File: src/rtl/system_xem3001v2_core.sv
// Host pipe-in/pipe-out loopback FIFO for the XEM3001v2 board, with status on the LEDs.
// Define SYSTEM_XEM3001V2_FWFT_EN for first-word-fall-through reads (default: registered read).
module system_xem3001v2_core #(
  parameter int MEM_ADDR_WIDTH = 4,
  parameter int MEM_DATA_WIDTH = 16
) (
  input  logic                      ti_clk,
  input  logic                      a_rst_hard_n,
  input  logic                      ti_rst_soft,
  input  logic                      ti_data_in_en,
  input  logic [MEM_DATA_WIDTH-1:0] ti_data_in,
  input  logic                      ti_data_out_en,
  output logic [MEM_DATA_WIDTH-1:0] ti_data_out,
  output logic [7:0]                a_led
);

  localparam int DEPTH = 1 << MEM_ADDR_WIDTH;
  localparam logic [MEM_ADDR_WIDTH:0] FULL_COUNT = (MEM_ADDR_WIDTH+1)'(DEPTH);
  localparam logic [7:0] LED_RESET = 8'b0010_0000;

  logic [1:0]                rst_sync;
  logic                      rst_n;
  logic [MEM_DATA_WIDTH-1:0] mem [DEPTH];
  logic [MEM_ADDR_WIDTH:0]   wr_ptr;
  logic [MEM_ADDR_WIDTH:0]   rd_ptr;
  logic [MEM_ADDR_WIDTH:0]   count;
  logic                      err;
  logic                      full;
  logic                      empty;
  logic                      do_read;
  logic                      do_write;
  logic                      overflow;
  logic                      underflow;

  // Hard reset asserts immediately but releases only after two ti_clk edges.
  always_ff @(posedge ti_clk or negedge a_rst_hard_n) begin
    if (!a_rst_hard_n) rst_sync <= 2'b00;
    else               rst_sync <= {rst_sync[0], 1'b1};
  end

  assign rst_n = rst_sync[1];

  assign full  = (count == FULL_COUNT);
  assign empty = (count == '0);

  // A read on a full FIFO frees the slot the simultaneous write lands in.
  assign do_read   = ti_data_out_en && !empty;
  assign do_write  = ti_data_in_en && (!full || do_read);
  assign overflow  = ti_data_in_en && full && !ti_data_out_en;
  assign underflow = ti_data_out_en && empty;

  always_ff @(posedge ti_clk) begin
    if (rst_n && !ti_rst_soft && do_write)
      mem[wr_ptr[MEM_ADDR_WIDTH-1:0]] <= ti_data_in;
  end

  always_ff @(posedge ti_clk or negedge rst_n) begin
    if (!rst_n) begin
      wr_ptr <= '0;
      rd_ptr <= '0;
      count  <= '0;
      err    <= 1'b0;
      a_led  <= LED_RESET;
    end else if (ti_rst_soft) begin
      wr_ptr <= '0;
      rd_ptr <= '0;
      count  <= '0;
      err    <= 1'b0;
      a_led  <= LED_RESET;
    end else begin
      if (do_write)
        wr_ptr <= {1'b0, wr_ptr[MEM_ADDR_WIDTH-1:0] + 1'b1};
      if (do_read)
        rd_ptr <= {1'b0, rd_ptr[MEM_ADDR_WIDTH-1:0] + 1'b1};
      if (do_write && !do_read)
        count <= count + 1'b1;
      else if (do_read && !do_write)
        count <= count - 1'b1;
      if (overflow || underflow)
        err <= 1'b1;
      a_led <= {err, full, empty, 5'(count)};
    end
  end

`ifdef SYSTEM_XEM3001V2_FWFT_EN
  assign ti_data_out = empty ? '0 : mem[rd_ptr[MEM_ADDR_WIDTH-1:0]];
`else
  logic [MEM_DATA_WIDTH-1:0] data_q;

  // Underflowing reads leave the last word on the pipe.
  always_ff @(posedge ti_clk or negedge rst_n) begin
    if (!rst_n)           data_q <= '0;
    else if (ti_rst_soft) data_q <= '0;
    else if (do_read)     data_q <= mem[rd_ptr[MEM_ADDR_WIDTH-1:0]];
  end

  assign ti_data_out = data_q;
`endif

endmodule

File: config.mk
export PLATFORM = sky130hd
export DESIGN_NAME = system_xem3001v2_core
export DESIGN_NICKNAME = d
export VERILOG_FILES = /design/src/rtl/system_xem3001v2_core.sv
export SDC_FILE = /design/constraint.sdc
export NUM_CORES = 1
export LEC_CHECK = 0
export CAP_MARGIN = 30
export CORE_MARGIN = 1
export CORE_UTILIZATION = 30
export CTS_BUF_LIST = sky130_fd_sc_hd__clkbuf_4
export DETAILED_ROUTE_END_ITERATION = 12
export GPL_TIMING_DRIVEN = 0
export SETUP_SLACK_MARGIN = 0.5
export SLEW_MARGIN = 20
export SYNTH_ARGS = -nofsm -noshare
export SYNTH_HDL_FRONTEND = slang
export SYNTH_SLANG_ARGS = --single-unit
export TNS_END_PERCENT = 50
File: constraint.sdc
create_clock -name ti_clk -period 1.45 [get_ports ti_clk]
set_input_delay 0.2175 -clock ti_clk [delete_from_list [all_inputs] [get_ports ti_clk]]
set_output_delay 0.2175 -clock ti_clk [all_outputs]
set_load 0.01 [all_outputs]
==> results of run 1 <==
[sequential cells by signal, indices dropped and copies added (netlist names)]
signal / count
rst_sync: 2
mem: 256
wr_ptr: 4
ti_data_out: 16
count: 5
a_led: 8
rd_ptr: 4
err: 1
[power breakdown]
part | internal (W) | total (W) | switching, W
logic | 0.00225 | 0.00443 | 0.00218
clock network | 0.00421 | 0.00758 | 0.00337
registers | 0.00956 | 0.00980 | 0.000237
[worst min-delay path: stages]
cell and delay, ns:
clkbuf_1 0.26, o21ai_4 0.18, or3_1 0.12, a21oi_1 0.06
[cells by family after synthesis]
| kind of cell | count (synthesis) | share of synthesized area (%) |
|---|---|---|
| buffers and inverters | 37 | 1.597 |
| adders and majority gates | 10 | 1.136 |
| xor gates and xnor gates | 6 | 0.4503 |
| muxes | 102 | 15.75 |
| other | 1 | 0.03213 |
| AOI/OAI and AO/OA | 42 | 3.398 |
| DFF | 296 | 74.45 |
| and+or+nand+nor | 75 | 3.184 |
[area by class of cell]
type,instances,area share (%)
Tap cell,511,4.215
Clock inverter,20,0.8826
Sequential cell,296,57.35
Antenna cell,1,0.01650
Buffer,31,1.724
Multi-Input combinational cell,236,20.98
Timing Repair Buffer,109,8.587
Clock buffer,123,6.088
Inverter,6,0.1485
[path summary, 6_finish.rpt]
kind	end	cells past startpoint	slack [ns]
min	rd_ptr[2]	4	0.22
max reg2reg	count[3]	9	-0.84
max	count[3]	9	-0.84
min in group asynchronous	rst_sync[0]	2	0.26
min reg2reg	count[0]	1	0.33
max in group asynchronous	a_led[5]	2	0.68
[Yosys cell counts, types with 2 or more instances]
library cell	count	share of area [%]
nor2b_1	9	0.48
nand3_1	22	0.94
buf_1	4	0.13
xor2_1	3	0.23
a21oi_1	7	0.30
nor2_1	26	0.84
clkbuf_1	14	0.45
nand2_1	5	0.16
or3_1	3	0.16
dfrtp_1	39	8.4
o211ai_1	2	0.13
mux4_2	64	12
o221ai_2	11	1.4
o21ai_0	2	0.086
buf_6	3	0.29
a211oi_1	3	0.19
ha_1	9	0.96
mux2_1	3	0.29
inv_1	6	0.19
o221ai_1	5	0.38
mux2i_1	34	2.9
xnor2_1	3	0.23
nand3b_1	3	0.19
buf_2	8	0.34
edfxtp_1	256	66
o21ai_1	3	0.13
[per-layer routing]
layer | track usage, % | up-vias
met4 | 4.672 | 0
met1 | 19.50 | 3172
met3 | 4.051 | 40
met2 | 23.42 | 210
li1 | - | 2782
met5 | 0 | -
[stage by stage]
stage          cells  hold slack, ns  total power (W)
6_report        1333          0.2174          0.02181
5_1_grt         1333          0.2011          0.02289
4_1_cts         1312          0.1225          0.02146
3_5_place_dp    1127          0.3491          0.01340
2_1_floorplan    569        -0.07809          0.01218
3_3_place_gp    1122          0.3367          0.01331
[timing repair]
item	in CTS	in global routing
setup buffers	40	16
pin swaps	23	24
hold buffers	1	0
endpoints found under the setup margin	313	314
cloned	1	4
gates resized for setup	166	44
hold endpoints to repair	2	0
==> results_dict.tcl, run 1 <==
set metrics [dict create \
    fillCellCount 3412 \
    antenna_found_initial 1 \
    min_path_type "input pin to flop" \
    yosys_warnings 0 \
    leakage_nw 5.109 \
    fp.dieH_um 199.2 \
    irDropWorstVdd_mv 0.5068 \
    synth_edf_count 256 \
    maxCapViolations 0 \
    cts-root-buf "clkbuf_4" \
    yosysSeqAreaShare_pct 74.45 \
    vias_per_cell 4.654 \
    final_area_um2 15170 \
    crit_path_max_incr_delay_ns 0.43 \
    finalCritPeriodShare_pct 157.7 \
    cp.arrival_ns 2.88 \
    worst-path-buf-inv 2 \
    start_util_pct 30.77 \
    relSlewSlack_pct 42.40 \
    path_delay_family "compound AO/OA/AOI/OAI gates" \
    multi_input_area_um2 3183 \
    dp_hpwl_um 15810 \
    globalRouteTotalUtil_pct 14.73 \
    grt_pass1_wl_um 41880 \
    reg2reg_from "count[0]" \
    fmax_ghz 0.4374 \
    topRoutingLayerUsed "met4" \
    cts_sinks 296 \
    drtIter0Drc 375 \
    path_class "flop to flop" \
    area_delta_synth_final_pct 29.96 \
    met3_length_um 2638 \
    grt_start_max_net_pins 22 \
    slew_violations 0 \
    final_common_cell "edfxtp_1" \
    cpMaxStageDelayCell "dfrtp_2" \
    cts_inserted_buffers 80 \
    utilization_pct 39.99 \
    die-area_um2 39700 \
    fin_crit_ns 2.286 \
    met1Wirelength_um 11520 \
    synthArstFlopShare_pct 13.51 \
    core_um2 37930 \
    insertion_delay_ns 0.68 \
    drive_gt1_share_pct 46.29 \
    crit_path_max_fanout 3 \
    hold_viol_final 0 \
    violations "setup timing" \
    ff_latch_area_um2 8700 \
    cts_max_level 3 \
    cp-start-kind "flop" \
    setup_slack_ns -0.8365 \
    io_pins 45 \
    ys.flop_type "edfxtp_1" \
    post-place-ws_ns -1.684 \
    critical_path.startpoint "count[0]" \
    synthesis.nets 600 \
    vias 6204 \
    placementRows 71 \
    grt.overflow.total 0 \
    wl_um 28500 \
    post_drt_wl_per_cell_um 21.38 \
    netlist_area_um2 11670 \
    critPathRequiredTime_ns 2.05 \
    rsz0062_at_grt "yes" \
    drc 0 \
    met2_length_um 13850 \
    finalWeightedCongestion 0.7233 \
    cts_buffer_depth 3 \
    synth.ff_latch_count 296 \
    worst-slew-pin-transition_ns 0.8640 \
    nets 791 \
    postSynthCellCount 569 \
    drtPass1Iterations 5 \
    syn_area_per_cell_um2 20.51 \
    tritoncts "built" \
    port_buffers 42 \
    layout_common_cells "256 x edfxtp_1, 125 x clkbuf_4, 64 x mux4_2" \
    min_from "ti_data_out_en" \
    grt_pass1_vias 6594 \
    end_kind "flop" \
    tns_ns -152.18 \
    clkTransAtPathRegs_ns 0.06 \
    path_cells "nor4_4, o211ai_1, buf_4, buf_4, ha_4, nand3_2, a21oi_1, o41ai_2, o21ba_1" \
    dieWidth_um 199.2 \
    crit_top_cell "buf_4" \
    synth.distinct_cells 48 \
    setup_viol 291 \
    postPlaceCellArea_um2 12910 \
    postRouteAntennaNets 0 \
    fin_skew_ns 0.03786 \
    status "finished, violations left" \
    p_per_area_nw_per_um2 1438 \
]
Power figures use the tool's default switching activity.
==> run 2, diff against run 1 <==
Settings changed: ABC_CLOCK_PERIOD_IN_PS from default to 1450, CORE_UTILIZATION 30 to 35, MAX_ROUTING_LAYER from default to met4.
==> results_dict.tcl, run 2 (synthesized netlist as in run 1, its figures left out) <==
set metrics [dict create \
    status "finished, violations left" \
    violations "setup timing" \
    insertion_delay_ns 0.68 \
    io_pins 45 \
    cp-start-kind "flop" \
    crit_end "count[4]" \
    die-area_um2 34080 \
    dp_hpwl_um 16680 \
    finalWeightedCongestion 0.8119 \
    cts_max_level 3 \
    cts_sinks 296 \
    drive_gt1_share_pct 46.48 \
    relSlewSlack_pct 48.79 \
    reg2reg_slack_ns -0.90 \
    vias_per_cell 5.062 \
    rr_worst_depth 7 \
    grt_pass1_wl_um 41720 \
    tns_ns -168.14 \
    postRouteAntennaNets 0 \
    layout_common_cells "256 x edfxtp_1, 113 x clkbuf_4, 64 x mux4_2" \
    crit-reg2reg-capture "count[4]" \
    globalRouteTotalUtil_pct 17.67 \
    fin_skew_ns 0.03746 \
    final_common_cell "edfxtp_1" \
    path_cells "nor4_4, o211ai_1, ha_1, nand3_2, a211o_1, a31oi_2, a21oi_2" \
    grt_start_max_net_pins 22 \
    cts_buffer_depth 3 \
    cts-root-buf "clkbuf_4" \
    dieWidth_um 184.6 \
    placementRows 66 \
    post_drt_wl_per_cell_um 22.44 \
    fin_crit_ns 2.349 \
    irDropWorstVdd_mv 0.5403 \
    path_class "flop to flop" \
    area_delta_synth_final_pct 30.71 \
    cts_inserted_buffers 76 \
    fp.dieH_um 184.6 \
    clkTransAtPathRegs_ns 0.07 \
    min_path_type "input pin to flop" \
    finalCritPeriodShare_pct 162.0 \
    setup_slack_ns -0.8993 \
    critical_path.startpoint "count[0]" \
    cp.arrival_ns 2.89 \
    core_um2 32700 \
    crit_path_max_fanout 5 \
    post-place-ws_ns -1.479 \
    rsz0062_at_grt "yes" \
    critPathRequiredTime_ns 1.99 \
    nets 809 \
    fmax_ghz 0.4257 \
    vias 6479 \
    wl_um 28730 \
    antenna_found_initial 1 \
    leakage_nw 5.190 \
    cpMaxStageDelayCell "ha_1" \
    grt.overflow.total 0 \
    slew_violations 0 \
    grt_pass1_vias 6850 \
    p_per_area_nw_per_um2 1414 \
    reg2reg_from "count[0]" \
    tritoncts "built" \
    stdcell_count 1280 \
    port_buffers 42 \
    end_kind "flop" \
    dpl.cell_count 1069 \
    worst-slew-pin-transition_ns 0.7681 \
    hold_viol_final 0 \
    drtPass1Iterations 5 \
    maxCapViolations 0 \
    crit_path_max_incr_delay_ns 0.45 \
    start_util_pct 35.69 \
    setup_viol 291 \
    drtIter0Drc 479 \
    largest_register_ffs 256 \
    drc 0 \
]
## run 2: changes by cell type in the layout (fill, tap and decap cells not counted), sizes merged
cell,delta
inv,-2
clkdlybuf4s15,+2
clkbuf,-12
buf,+21
clkinv,+7
## run 2: cell type report
type                    count  area (um2)
fillers                  2725       17450
flip-flops and latches    296        8698
multi-input cells         236        3169
repair buffers            131        1540
clock buffers             112       840.8
well taps                 442       553.0
plain buffers              31       275.3
clock inverters            25       153.9
inverters                   6       22.52
diodes                      1       2.502
## run 2: repair_timing
item | in CTS | in global routing
gates resized for setup | 217 | 38
endpoints found under the setup margin | 313 | 313
pin swaps | 30 | 28
gates cloned | 5 | 3
hold buffers | 1 | 0
endpoints found under the hold margin | 2 | 0
buffers inserted | 51 | 13
## run 2: how the worst min path moves through the flow
| stage | startpoint | endpoint | slack [ns] | depth (start not counted) |
|---|---|---|---|---|
| 2_1_floorplan | a_rst_hard_n | rst_sync[0] | -0.08 | 0 |
| 3_3_place_gp | rst_sync[1] | a_led[7] | 0.33 | 0 |
| 3_5_place_dp | rst_sync[1] | a_led[4] | 0.35 | 0 |
| 4_1_cts | ti_data_in_en | wr_ptr[2] | 0.14 | 4 |
| 5_1_grt | ti_data_in_en | wr_ptr[2] | 0.23 | 4 |
| 6_report | ti_data_in_en | wr_ptr[2] | 0.25 | 4 |
## run 2: worst max-delay path, delay by kind of cell, from the launching register on
kind / cells / cell delay (ns)
AND/OR/NAND/NOR: 2 / 0.44
adder cells (fa/ha/maj): 1 / 0.45
flip-flops: 1 / 0.44
AO/OA/AOI/OAI: 4 / 0.86
## run 2: power by group
part           switching [W]  internal (W)  leakage (nW)
sequential          0.000235       0.00956          2.83
clock                0.00329       0.00391         0.588
combinational        0.00224       0.00233          1.78
total                0.00577        0.0158          5.19
## run 2: through the flow
stage / hold slack, ns / total power [W] / utilization [%] / area [um2]
after global placement: 0.3334 / 0.01325 / 38.85 / 12700
after global routing: 0.2326 / 0.02254 / 46.65 / 15260
after floorplan: -0.07809 / 0.01218 / - / 11730
after CTS: 0.1430 / 0.02121 / 45.58 / 14910
final: 0.2465 / 0.02157 / 46.65 / 15260
after detailed placement: 0.3464 / 0.01336 / 39.49 / 12910
## run 2: metal layers
layer	wire length, um	global-route usage, %	vias to the layer above
li1	-	-	2812
met1	11610	20.79	3392
met2	15050	29.75	218
met3	1338	3.972	57
met4	731	6.314	0
met5	0	-	-
==> run 3, diff against run 2 <==
Settings changed: CORE_UTILIZATION 35 to 50, GPL_TIMING_DRIVEN 0 to 1, PLACE_DENSITY from default to 0.67.
==> results_dict.tcl, run 3 (synthesized netlist as in run 1, its figures left out) <==
set metrics [dict create \
    reg2reg_slack_ns -0.87 \
    hold_viol_final 0 \
    postRouteAntennaNets 0 \
    antenna_found_initial 1 \
    grt_pass1_wl_um 40860 \
    layout_common_cells "256 x edfxtp_1, 112 x clkbuf_4, 64 x mux4_2" \
    drive_gt1_share_pct 44.77 \
    cts_max_level 3 \
    cts_sinks 296 \
    swShare_pct 26.03 \
    drc 0 \
    seq_power_share_pct 47.2 \
    cp-start-kind "flop" \
    fin_crit_ns 2.321 \
    drtIter0Drc 457 \
    pwr-share-comb_pct 19.6 \
    cts-root-buf "clkbuf_4" \
    slew_violations 0 \
    maxCapViolations 0 \
    placementRows 55 \
    dieWidth_um 154.8 \
    crit_path_max_incr_delay_ns 0.42 \
    fin_skew_ns 0.03828 \
    io_pins 45 \
    utilization_pct 65.29 \
    final_common_cell "edfxtp_1" \
    fp.dieH_um 154.8 \
    violations "setup timing" \
    grt_start_max_net_pins 37 \
    critPathRequiredTime_ns 2.00 \
    area_delta_synth_final_pct 27.42 \
    cp.arrival_ns 2.87 \
    wl_um 27130 \
    nets 798 \
    grt.overflow.total 0 \
    port_buffers 44 \
    globalRouteTotalUtil_pct 24.66 \
    setup_viol 289 \
    worst-path-buf-inv 0 \
    core_um2 22780 \
    end_kind "flop" \
    path_cells "nor4_4, nand2_1, o211ai_1, ha_1, a21oi_2, a21oi_1, o41ai_2, o21ba_1" \
    post_drt_wl_per_cell_um 23.88 \
    p_clk_share_pct 33.3 \
    path_class "flop to flop" \
    vias_per_cell 5.642 \
    grt_pass1_vias 6874 \
    relSlewSlack_pct 63.70 \
    crit_path_max_fanout 5 \
    die-area_um2 23960 \
    drtPass1Iterations 5 \
    setup_slack_ns -0.8714 \
    clkTransAtPathRegs_ns 0.07 \
    p_per_area_nw_per_um2 1394 \
    worst-slew-pin-transition_ns 0.5428 \
    vias 6409 \
    finalWeightedCongestion 0.8387 \
    status "finished, violations left" \
    irDropWorstVdd_mv 0.5147 \
    finalCritPeriodShare_pct 160.1 \
    internal-power_w 0.01534 \
    start_util_pct 51.24 \
    fmax_ghz 0.4308 \
    tritoncts "built" \
    cpMaxStageDelayCell "dfrtp_1" \
    dp_hpwl_um 14970 \
    switchingPower_w 0.005398 \
    cts_buffer_depth 3 \
    rsz0062_at_grt "yes" \
    tns_ns -182.19 \
    min_path_type "flop to async pin" \
    leakage_nw 5.135 \
    cts_inserted_buffers 75 \
    insertion_delay_ns 0.68 \
    path_delay_family "compound AO/OA/AOI/OAI gates" \
    largest_register_ffs 256 \
    fillCellCount 1538 \
]
-- run 3: cell count changes in the layout (fill, tap and decap cells not counted), moves of 4 or more --
| cell | previous run | this run |
|---|---|---|
| o221ai_1 | 0 | 5 |
| buf_6 | 45 | 25 |
| clkbuf_1 | 7 | 0 |
| mux2i_1 | 28 | 34 |
| buf_4 | 24 | 49 |
| buf_8 | 11 | 1 |
| clkbuf_2 | 5 | 0 |
| o221ai_2 | 15 | 11 |
| buf_12 | 18 | 27 |
| mux2i_2 | 6 | 0 |
-- run 3: what timing repair did --
item | in CTS | in global routing
gates cloned | 9 | 0
hold endpoints to repair | 2 | 0
setup buffers | 13 | 6
gates resized for setup | 129 | 37
hold buffers | 1 | 0
pin swaps | 10 | 16
endpoints found under the setup margin | 312 | 315
-- run 3: area by class of cell --
| type | instances | area [um2] | share of cell area (%) |
|---|---|---|---|
| Sequential cell | 296 | 8701 | 58.51 |
| Clock buffer | 112 | 840.8 | 5.654 |
| Antenna cell | 1 | 2.502 | 0.01683 |
| Clock inverter | 20 | 105.1 | 0.7067 |
| Inverter | 6 | 22.52 | 0.1514 |
| Tap cell | 313 | 391.6 | 2.633 |
| Timing Repair Buffer | 152 | 1763 | 11.85 |
| Multi-Input combinational cell | 236 | 3045 | 20.48 |
-- run 3: metrics by stage --
step | cell area [um2] | hold WS (ns) | setup WS [ns] | instances | power (W)
floorplan | 11730 | -0.07809 | -0.7340 | 569 | 0.01218
global placement | 13290 | 0.2400 | -0.9776 | 973 | 0.01347
detailed placement | 13310 | 0.2405 | -1.073 | 974 | 0.01357
CTS | 14770 | 0.2230 | -0.8682 | 1129 | 0.02069
global route | 14870 | 0.2404 | -1.017 | 1136 | 0.02161
finish | 14870 | 0.2457 | -0.8714 | 1136 | 0.02073
-- run 3: final timing paths --
kind / end / cells past startpoint / from
max: count[3] / 8 / count[2]
min: wr_ptr[2] / 1 / rst_sync[1]
max reg2reg: count[3] / 8 / count[2]
min reg2reg: wr_ptr[2] / 1 / rst_sync[1]
max in group asynchronous: rd_ptr[0] / 1 / rst_sync[1]
min in group ti_clk: mem[1][15] / 2 / ti_data_in[15]
-- run 3: power groups by stage --
stage / registers (W) / clock network [W] / logic [W]
final: 0.00978 / 0.00690 / 0.00406
after global routing: 0.00980 / 0.00747 / 0.00434
after CTS: 0.00978 / 0.00703 / 0.00389
after detailed placement: 0.00996 / 0 / 0.00362
after global placement: 0.00994 / 0 / 0.00353
after floorplan: 0.0100 / 0 / 0.00219
-- run 3: routing by layer --
metal / track usage (%) / vias up / part of all wire [%]
li1: - / 2781 / -
met1: 29.36 / 3330 / 39
met2: 40.40 / 252 / 52
met3: 6.641 / 46 / 7.2
met4: 9.335 / 0 / 2.1
met5: - / - / 0
